--- src/rtl/fb_frame_ctrl.sv ---
`timescale 1ns/1ps
// Double-buffered frame-buffer write controller: clears the back buffer and z-buffer,
// accepts the depth-tested pixel stream, drains the z-buffer pipeline and swaps on vsync.
module fb_frame_ctrl #(
    parameter int                 SIZE         = 64,
    parameter int                 COLOR_W      = 10,
    parameter int                 DEPTH_W      = 9,
    parameter int                 DRAIN_CYCLES = 3,
    parameter logic [COLOR_W-1:0] BG_COLOR     = '0,
    localparam int                AW           = $clog2(SIZE*SIZE)
) (
    input  logic               clk,
    input  logic               rst_n,
    input  logic               valid_in,
    input  logic [AW-1:0]      addr_in,
    input  logic [COLOR_W-1:0] color_in,
    input  logic               frame_end,
    input  logic               vsync,
    output logic               ready,
    output logic               fb_we,
    output logic               fb_sel,
    output logic [AW-1:0]      fb_addr,
    output logic [COLOR_W-1:0] fb_din,
    output logic               zb_clr_we,
    output logic [AW-1:0]      zb_clr_addr,
    output logic [DEPTH_W-1:0] zb_clr_din,
    output logic               disp_sel,
    output logic [15:0]        frame_count,
    output logic               drop_err
);

    localparam int            DW        = (DRAIN_CYCLES > 1) ? $clog2(DRAIN_CYCLES) : 1;
    localparam logic [AW-1:0] LAST_ADDR = AW'(SIZE*SIZE - 1);
    localparam logic [DW-1:0] LAST_DRN  = DW'(DRAIN_CYCLES - 1);

    typedef enum logic [1:0] {
        S_CLEAR,
        S_DRAW,
        S_DRAIN,
        S_SWAP_WAIT
    } state_t;

    state_t             state, state_nx;
    logic [AW-1:0]      clr_cnt, clr_cnt_nx;
    logic [DW-1:0]      drn_cnt, drn_cnt_nx;
    logic               back, back_nx;
    logic               disp_nx;
    logic [15:0]        frame_count_nx;
    logic               ready_nx;
    logic               fb_we_nx;
    logic [AW-1:0]      fb_addr_nx;
    logic [COLOR_W-1:0] fb_din_nx;
    logic               zb_we_nx;
    logic [AW-1:0]      zb_addr_nx;
    logic               drop_nx;

    // NOTE: sequential state uses non-blocking assignments so every register samples pre-edge values.
    always_ff @(posedge clk or negedge rst_n) begin
        if (!rst_n) begin
            state <= S_CLEAR;
        end else begin
            state <= state_nx;
        end
    end

    // NOTE: every signal gets a default before the case so no path leaves it unassigned (no latch).
    always_comb begin
        state_nx       = state;
        clr_cnt_nx     = clr_cnt;
        drn_cnt_nx     = drn_cnt;
        back_nx        = back;
        disp_nx        = disp_sel;
        frame_count_nx = frame_count;
        ready_nx       = 1'b0;
        fb_we_nx       = 1'b0;
        fb_addr_nx     = fb_addr;
        fb_din_nx      = fb_din;
        zb_we_nx       = 1'b0;
        zb_addr_nx     = zb_clr_addr;
        drop_nx        = drop_err;

        case (state)
            S_CLEAR: begin
                fb_we_nx   = 1'b1;
                fb_addr_nx = clr_cnt;
                fb_din_nx  = BG_COLOR;
                zb_we_nx   = 1'b1;
                zb_addr_nx = clr_cnt;
                if (valid_in) begin
                    drop_nx = 1'b1;
                end
                if (clr_cnt == LAST_ADDR) begin
                    clr_cnt_nx = '0;
                    state_nx   = S_DRAW;
                end else begin
                    clr_cnt_nx = clr_cnt + AW'(1);
                end
            end

            S_DRAW: begin
                if (valid_in) begin
                    fb_we_nx   = 1'b1;
                    fb_addr_nx = addr_in;
                    fb_din_nx  = color_in;
                end
                // The pixel qualified alongside frame_end is still taken above.
                if (frame_end) begin
                    drn_cnt_nx = '0;
                    state_nx   = S_DRAIN;
                end else begin
                    ready_nx = 1'b1;
                end
            end

            S_DRAIN: begin
                if (valid_in) begin
                    fb_we_nx   = 1'b1;
                    fb_addr_nx = addr_in;
                    fb_din_nx  = color_in;
                end
                if (drn_cnt == LAST_DRN) begin
                    state_nx = S_SWAP_WAIT;
                end else begin
                    drn_cnt_nx = drn_cnt + DW'(1);
                end
            end

            S_SWAP_WAIT: begin
                if (valid_in) begin
                    drop_nx = 1'b1;
                end
                if (vsync) begin
                    disp_nx        = back;
                    back_nx        = disp_sel;
                    frame_count_nx = frame_count + 16'd1;
                    clr_cnt_nx     = '0;
                    state_nx       = S_CLEAR;
                end
            end

            default: begin
                state_nx = S_CLEAR;
            end
        endcase
    end

    // Write-port registers; fb_sel tracks the back index so it always names the buffer being written.
    always_ff @(posedge clk or negedge rst_n) begin
        if (!rst_n) begin
            clr_cnt     <= '0;
            drn_cnt     <= '0;
            back        <= 1'b1;
            disp_sel    <= 1'b0;
            frame_count <= '0;
            ready       <= 1'b0;
            fb_we       <= 1'b0;
            fb_sel      <= 1'b1;
            fb_addr     <= '0;
            fb_din      <= '0;
            zb_clr_we   <= 1'b0;
            zb_clr_addr <= '0;
            zb_clr_din  <= '1;
            drop_err    <= 1'b0;
        end else begin
            clr_cnt     <= clr_cnt_nx;
            drn_cnt     <= drn_cnt_nx;
            back        <= back_nx;
            disp_sel    <= disp_nx;
            frame_count <= frame_count_nx;
            ready       <= ready_nx;
            fb_we       <= fb_we_nx;
            fb_sel      <= back;
            fb_addr     <= fb_addr_nx;
            fb_din      <= fb_din_nx;
            zb_clr_we   <= zb_we_nx;
            zb_clr_addr <= zb_addr_nx;
            zb_clr_din  <= '1;
            drop_err    <= drop_nx;
        end
    end

endmodule

--- config.mk ---
export PLATFORM = sky130hd
export DESIGN_NAME = fb_frame_ctrl
export DESIGN_NICKNAME = d
export VERILOG_FILES = /design/src/rtl/fb_frame_ctrl.sv
export SDC_FILE = /design/constraint.sdc
export NUM_CORES = 1
export LEC_CHECK = 0
export ABC_AREA = 1
export CAP_MARGIN = 20
export CORE_MARGIN = 4
export CORE_UTILIZATION = 45
export CTS_BUF_LIST = sky130_fd_sc_hd__clkbuf_4 sky130_fd_sc_hd__clkbuf_8
export DETAILED_ROUTE_END_ITERATION = 12
export GPL_TIMING_DRIVEN = 0
export HOLD_SLACK_MARGIN = 0.05
export PLACE_DENSITY = 0.75
export SYNTH_ARGS = -nofsm -noshare
export SYNTH_HDL_FRONTEND = slang
export SYNTH_SLANG_ARGS = --single-unit
--- constraint.sdc ---
create_clock -name clk -period 2.93 [get_ports clk]
set_input_delay 0.7325 -clock clk [delete_from_list [all_inputs] [get_ports clk]]
set_output_delay 0.7325 -clock clk [all_outputs]
set_load 0.05 [all_outputs]
Yosys cells after proc, flatten, opt, wreduce, memory -nomap -nowiden:

Index checks and enable logic that the tools add are counted.

* logic and storage cells: 60
* flip-flop bits (word level): 73

* muxes and demuxes: 20
* equal/unequal tests: 11
* reduce and logical (&&, ||, !) cells: 12
* $add $sub $neg: 3

Operators by type and width (count)
* 12-bit one-hot mux with 2 select lines: 2
* 12-bit two-way mux: 3
* 10-bit one-hot mux with 2 select lines: 1
* 16-bit by 1-bit adder with 16-bit output (second input constant): 1
* 12-bit by 1-bit adder with 12-bit output (second input constant): 1
* 12-bit equality test (second input constant): 1
* 2-bit two-way mux: 6
* 10-bit two-way mux: 1
* 2-bit inequality test (second input constant): 5
* 2-bit one-hot mux with 4 select lines: 1
* 2-bit AND reduction: 4
* 2-bit equality test (second input constant): 3
* 2-bit nonzero test: 3
* 1-bit two-way mux: 4
* 2-bit one-hot mux with 2 select lines: 1
* 4-bit AND reduction: 1
* 2-bit OR reduction: 2
* 3-bit AND reduction: 1
* 2-bit by 1-bit adder with 2-bit output (second input constant): 1
* 2-bit by 1-bit equality test with 1-bit output (second input constant): 1
* 2-bit zero test: 1
* 2-bit by 1-bit inequality test with 1-bit output (second input constant): 1
* 1-bit one-hot mux with 2 select lines: 1

Longest topological paths before layout:

Gate-level depths: netlist of the first run.

* depth in word-level cells: 4
* mapped depth: 9

Worst setup path after synthesis of the first run:

Ideal clock, no wire load.

* path kind: register -> register
* from: reg frame_count[1]
* to: reg frame_count[12]
* arrival: 1.524 ns
* clock period less this slack: 1.637 ns
* setup slack: 1.293 ns
* buffers on the path: 0
* cell stages (with the launch flop): 9
* data required time: 2.817 ns
* setup time: 0.113 ns
* cell sequence: dfrtp_1 -> ha_1 -> nand3_2 -> nor2_1 -> nand2_1 -> nor2_4 -> nand3_1 -> nand2_1 -> inv_1

* longest elaborated chain between the ends: 1

RTL lines
* start, declared: line 28 `output logic [15:0] frame_count,`
* start signal, assigned: line 169 `frame_count <= frame_count_nx;`
* 16-bit by 1-bit adder with 16-bit output: line 135 `frame_count_nx = frame_count + 16'd1;`

Every way passes these cells.
A chain may end at the register's enable or synchronous reset.

Worst setup path in the final report of the first run:

* from: reg fb_sel
* to: out fb_sel

RTL lines
* start, declared: line 21 `output logic fb_sel,`
* start signal, assigned: line 172 `fb_sel <= back;`

No word-level cell between the ends.

==> flow_metrics.tcl, run 1 <==
set metrics [dict create \
    outcome "complete, no violations" \
    cp_slowest_stage_delay_ns 0.80 \
    nNetsFinal 540 \
    yosysTopAreaCell "dfrtp_1" \
    reg2reg_from "state[0]$_DFFE_PN0P_" \
    fp.dieArea_um2 9180 \
    cp-start-kind "flip-flop" \
    place_hpwl_mm 6.04 \
    synth_seq_cells 73 \
    initial_core_util_pct 47.1 \
    cts_resized 0 \
    rsz0062_at_grt "false" \
    vias 2975 \
    p_int_w 0.00256 \
    synth_top_area_share_pct 51.2 \
    rr_worst_depth 6 \
    htree_levels 3 \
    hold_violations 0 \
    fin_ws_ns 0.521 \
    hold_depth 0 \
    fp.dieW_um 95.8 \
    detailedPlace.worstSlack_ns 0.675 \
    synth_edf_count 0 \
    asyncSetResetFlopFracSynth_pct 100 \
    drive_above_1_share_pct 9.02 \
    reg2reg_to "fb_din[7]$_DFFE_PN0P_" \
    fin_crit_ns 2.41 \
    fmax_ghz 0.415 \
    peakVddDrop_mv 0.669 \
    synth_area_leaders "dfrtp_1 (51%), nand2_1 (12%), inv_1 (5.8%)" \
    drtAntennaViolNets 0 \
    dr.pass1.iters 4 \
    areaGrowthSynthToFinish_pct 33.8 \
    vias_per_cell 4.89 \
    drt-initial-drc-count 143 \
    slowest_stage "clkdlybuf4s50_1" \
    synth_flop_cell "dfrtp_1" \
    setup_tns_ns 0 \
    core_area_um2 7370 \
    path_max_fanout 1 \
    slew_violations 0 \
    required_ns 2.20 \
    p_sw_w 0.00230 \
    critPathCaptureType "primary output" \
    clock_sinks 73 \
    finalSetupViolations 0 \
    die_height_um 95.8 \
    max_slew_margin_pct 40.3 \
    critPathBufInv 1 \
    place_congestion 0.879 \
    cpLargestDelayFamily "buffers and inverters" \
    cts_tree "done" \
    yosysWarnings 0 \
    clk_latency_ns 0.34 \
    pwr-share-comb_pct 52.3 \
    switching_share_pct 47.3 \
    max_slew.worst_pin.slew_ns 0.895 \
    maxCapViolCount 0 \
    yosys.cell_count.top_type "nand2_1" \
    synth_commonest_cells "nand2_1 (109), dfrtp_1 (71), inv_1 (54)" \
    gr-total-overflow 0 \
    fin_worst_skew_ns 0.00733 \
    p_leak_nw 2.19 \
    criticalPathCategory "flip-flop to primary output" \
    cts_root_buffer "clkbuf_8" \
    grt_usage_pct 19.1 \
    rows 31 \
    min_period_over_period_pct 82.2 \
    reg2reg_slack_ns 1.14 \
    antenna_found_initial 0 \
    wire_per_inst_um 13.3 \
    critical_path_arrival_ns 1.68 \
    grt_pass1_wl_mm 13.5 \
    min_to "fb_sel$_DFF_PN1_" \
    seq_area_frac_synth_pct 52.7 \
    cts_buffers 9 \
    cellPowerDensity_nw_per_um2 1050 \
    cts_buffer_depth 2 \
    final_util_pct 63.0 \
    port_buffers 82 \
    timing.hold.ws_ns 0.368 \
    io_pins 92 \
    n_antenna_cell 0 \
    grt_pass1_vias 2902 \
    hold_class "flip-flop to flip-flop" \
    worstHoldStart "back$_DFFE_PN1P_" \
    wl_mm 8.11 \
    cts_setup_buffers 0 \
    avgSynthCellArea_um2 8.59 \
    drc 0 \
    synthesis.area_um2 3470 \
    power_frac_seq_pct 31.3 \
    crit_chain "clkdlybuf4s50_1" \
    grt_max_degree 74 \
    synthCells 404 \
    pwr-share-clk_pct 16.5 \
    cts.hold.buffers_added 0 \
    ys_types 29 \
    clk_pin_slew_ns 0.07 \
]
-- cell families (layout without fill, tap and decap cells) --
kind of cell	Yosys count	count (layout)	synth area share, %
buffers and inverters	74	172	9.23
AND/OR/NAND/NOR	184	184	23.4
other	1	9	0.108
flip-flops	73	73	52.7
AO/OA/AOI/OAI	51	51	8.33
adder cells (fa/ha/maj)	8	8	2.89
XOR/XNOR	12	12	3.03
multiplexers	1	1	0.325
-- power groups by stage --
stage	combinational, W	sequential [W]	clock [W]
floorplan	0.00101	0.00227	0
global placement	0.00250	0.00152	0
detailed placement	0.00256	0.00154	0
CTS	0.00257	0.00152	0.000816
global route	0.00280	0.00156	0.000865
finish	0.00254	0.00152	0.000800
-- worst max path at each step --
| stage | start | end | slack (ns) | depth (start not counted) |
|---|---|---|---|---|
| 3_3_place_gp | rst_n | frame_count[15]$_DFFE_PN0P_ | -1.29 | 1 |
| 6_report | fb_sel$_DFF_PN1_ | fb_sel | 0.52 | 1 |
| 2_1_floorplan | frame_count[1]$_DFFE_PN0P_ | frame_count[12]$_DFFE_PN0P_ | 1.29 | 8 |
| 5_1_grt | fb_sel$_DFF_PN1_ | fb_sel | 0.49 | 1 |
| 4_1_cts | fb_sel$_DFF_PN1_ | fb_sel | 0.51 | 1 |
| 3_5_place_dp | vsync | frame_count[9]$_DFFE_PN0P_ | 0.68 | 7 |
-- per-layer routing --
metal  share of wire (%)  track usage, %
met1                  46            25.9
met2                  47            29.8
met3                 5.6            3.60
met4                 1.9            8.53
met5                   0               0
-- layout make-up --
class	count	area, um2
buffer	19	114
tap	99	124
timing repair buffer	82	818
multi-input combinational	265	1350
sequential	73	1830
clock buffer	13	160
inverter	55	206
fill	656	2730
clock inverter	3	40.0
-- sequential cells by signal (all words and copies together), names as in the netlist --
name,count
disp_sel,1
fb_we,1
zb_clr_we,1
fb_addr,12
drop_err,1
zb_clr_addr,12
back,1
fb_din,10
drn_cnt,2
clr_cnt,12
state,2
fb_sel,1
ready,1
frame_count,16
-- placed cells by master, fill, tap and decap left out, types with 2 or more instances in the layout --
cell             netlist  layout
nor2_4                 3       3
ha_1                   8       8
xor2_1                 4       4
nand3_1               30      30
dfstp_2                2       2
clkbuf_4               0       3
nor3_1                 4       4
o22ai_1                4       4
inv_1                 54      54
dfrtp_1               71      71
clkdlybuf4s50_1        0      81
nand3_2                3       3
nand4_1                4       4
a21oi_1                4       4
xnor2_1                8       8
buf_2                  4       4
clkbuf_1               5       5
clkinv_2               0       2
conb_1                 1       9
buf_4                 10      11
a31oi_1               12      12
clkbuf_8               0      10
nand2_1              109     109
o21ai_0               29      29
nor2_1                27      27
-- worst reg2reg max path, stage by stage (launching register included) --
cell and delay (ns):
dfrtp_1 0.44, inv_1 0.09, ha_1 0.29, buf_2 0.20, clkbuf_1 0.44, nand3_1 0.14
o21ai_0 0.11
-- stage by stage --
stage	instance area, um2	std cells	power, W
final	4640	609	0.00486
after detailed placement	4440	593	0.00410
after CTS	4640	609	0.00491
after floorplan	3500	412	0.00327
after global routing	4640	609	0.00522
after global placement	4440	593	0.00402
(Power assumes the default switching activity.)
==> inputs of run 2 (changes only) <==
==> constraint.sdc (replaced) <==
create_clock -name clk -period 2.4 [get_ports clk]
set_input_delay 0.6 -clock clk [delete_from_list [all_inputs] [get_ports clk]]
set_output_delay 0.6 -clock clk [all_outputs]
set_load 0.05 [all_outputs]
==> results of run 2 <==
The final DEF is identical to that of run 1. Status: complete, no violations.
Among the figures that moved: setup slack after placement 0.675 ns -> 0.278 ns; setup slack after layout 0.521 ns -> 0.124 ns; register-to-register setup slack 1.14 ns -> 0.61 ns; total power 0.00486 W -> 0.00594 W; worst IR drop on VDD 0.669 mV -> 0.817 mV
==> inputs of run 3 (changes only) <==
--- a/config.mk
+++ b/config.mk
@@ -10,6 +10,7 @@
 export CORE_MARGIN = 4
 export CORE_UTILIZATION = 45
 export CTS_BUF_LIST = sky130_fd_sc_hd__clkbuf_4 sky130_fd_sc_hd__clkbuf_8
+export CTS_CLUSTER_SIZE = 24
 export DETAILED_ROUTE_END_ITERATION = 12
 export GPL_TIMING_DRIVEN = 0
 export HOLD_SLACK_MARGIN = 0.05
==> results of run 3 <==
The final DEF is identical to that of run 1. Status: complete, no violations.
Among the figures that moved: setup slack after placement 0.675 ns -> 0.278 ns; setup slack after layout 0.521 ns -> 0.124 ns; register-to-register setup slack 1.14 ns -> 0.61 ns; total power 0.00486 W -> 0.00594 W; worst IR drop on VDD 0.669 mV -> 0.817 mV
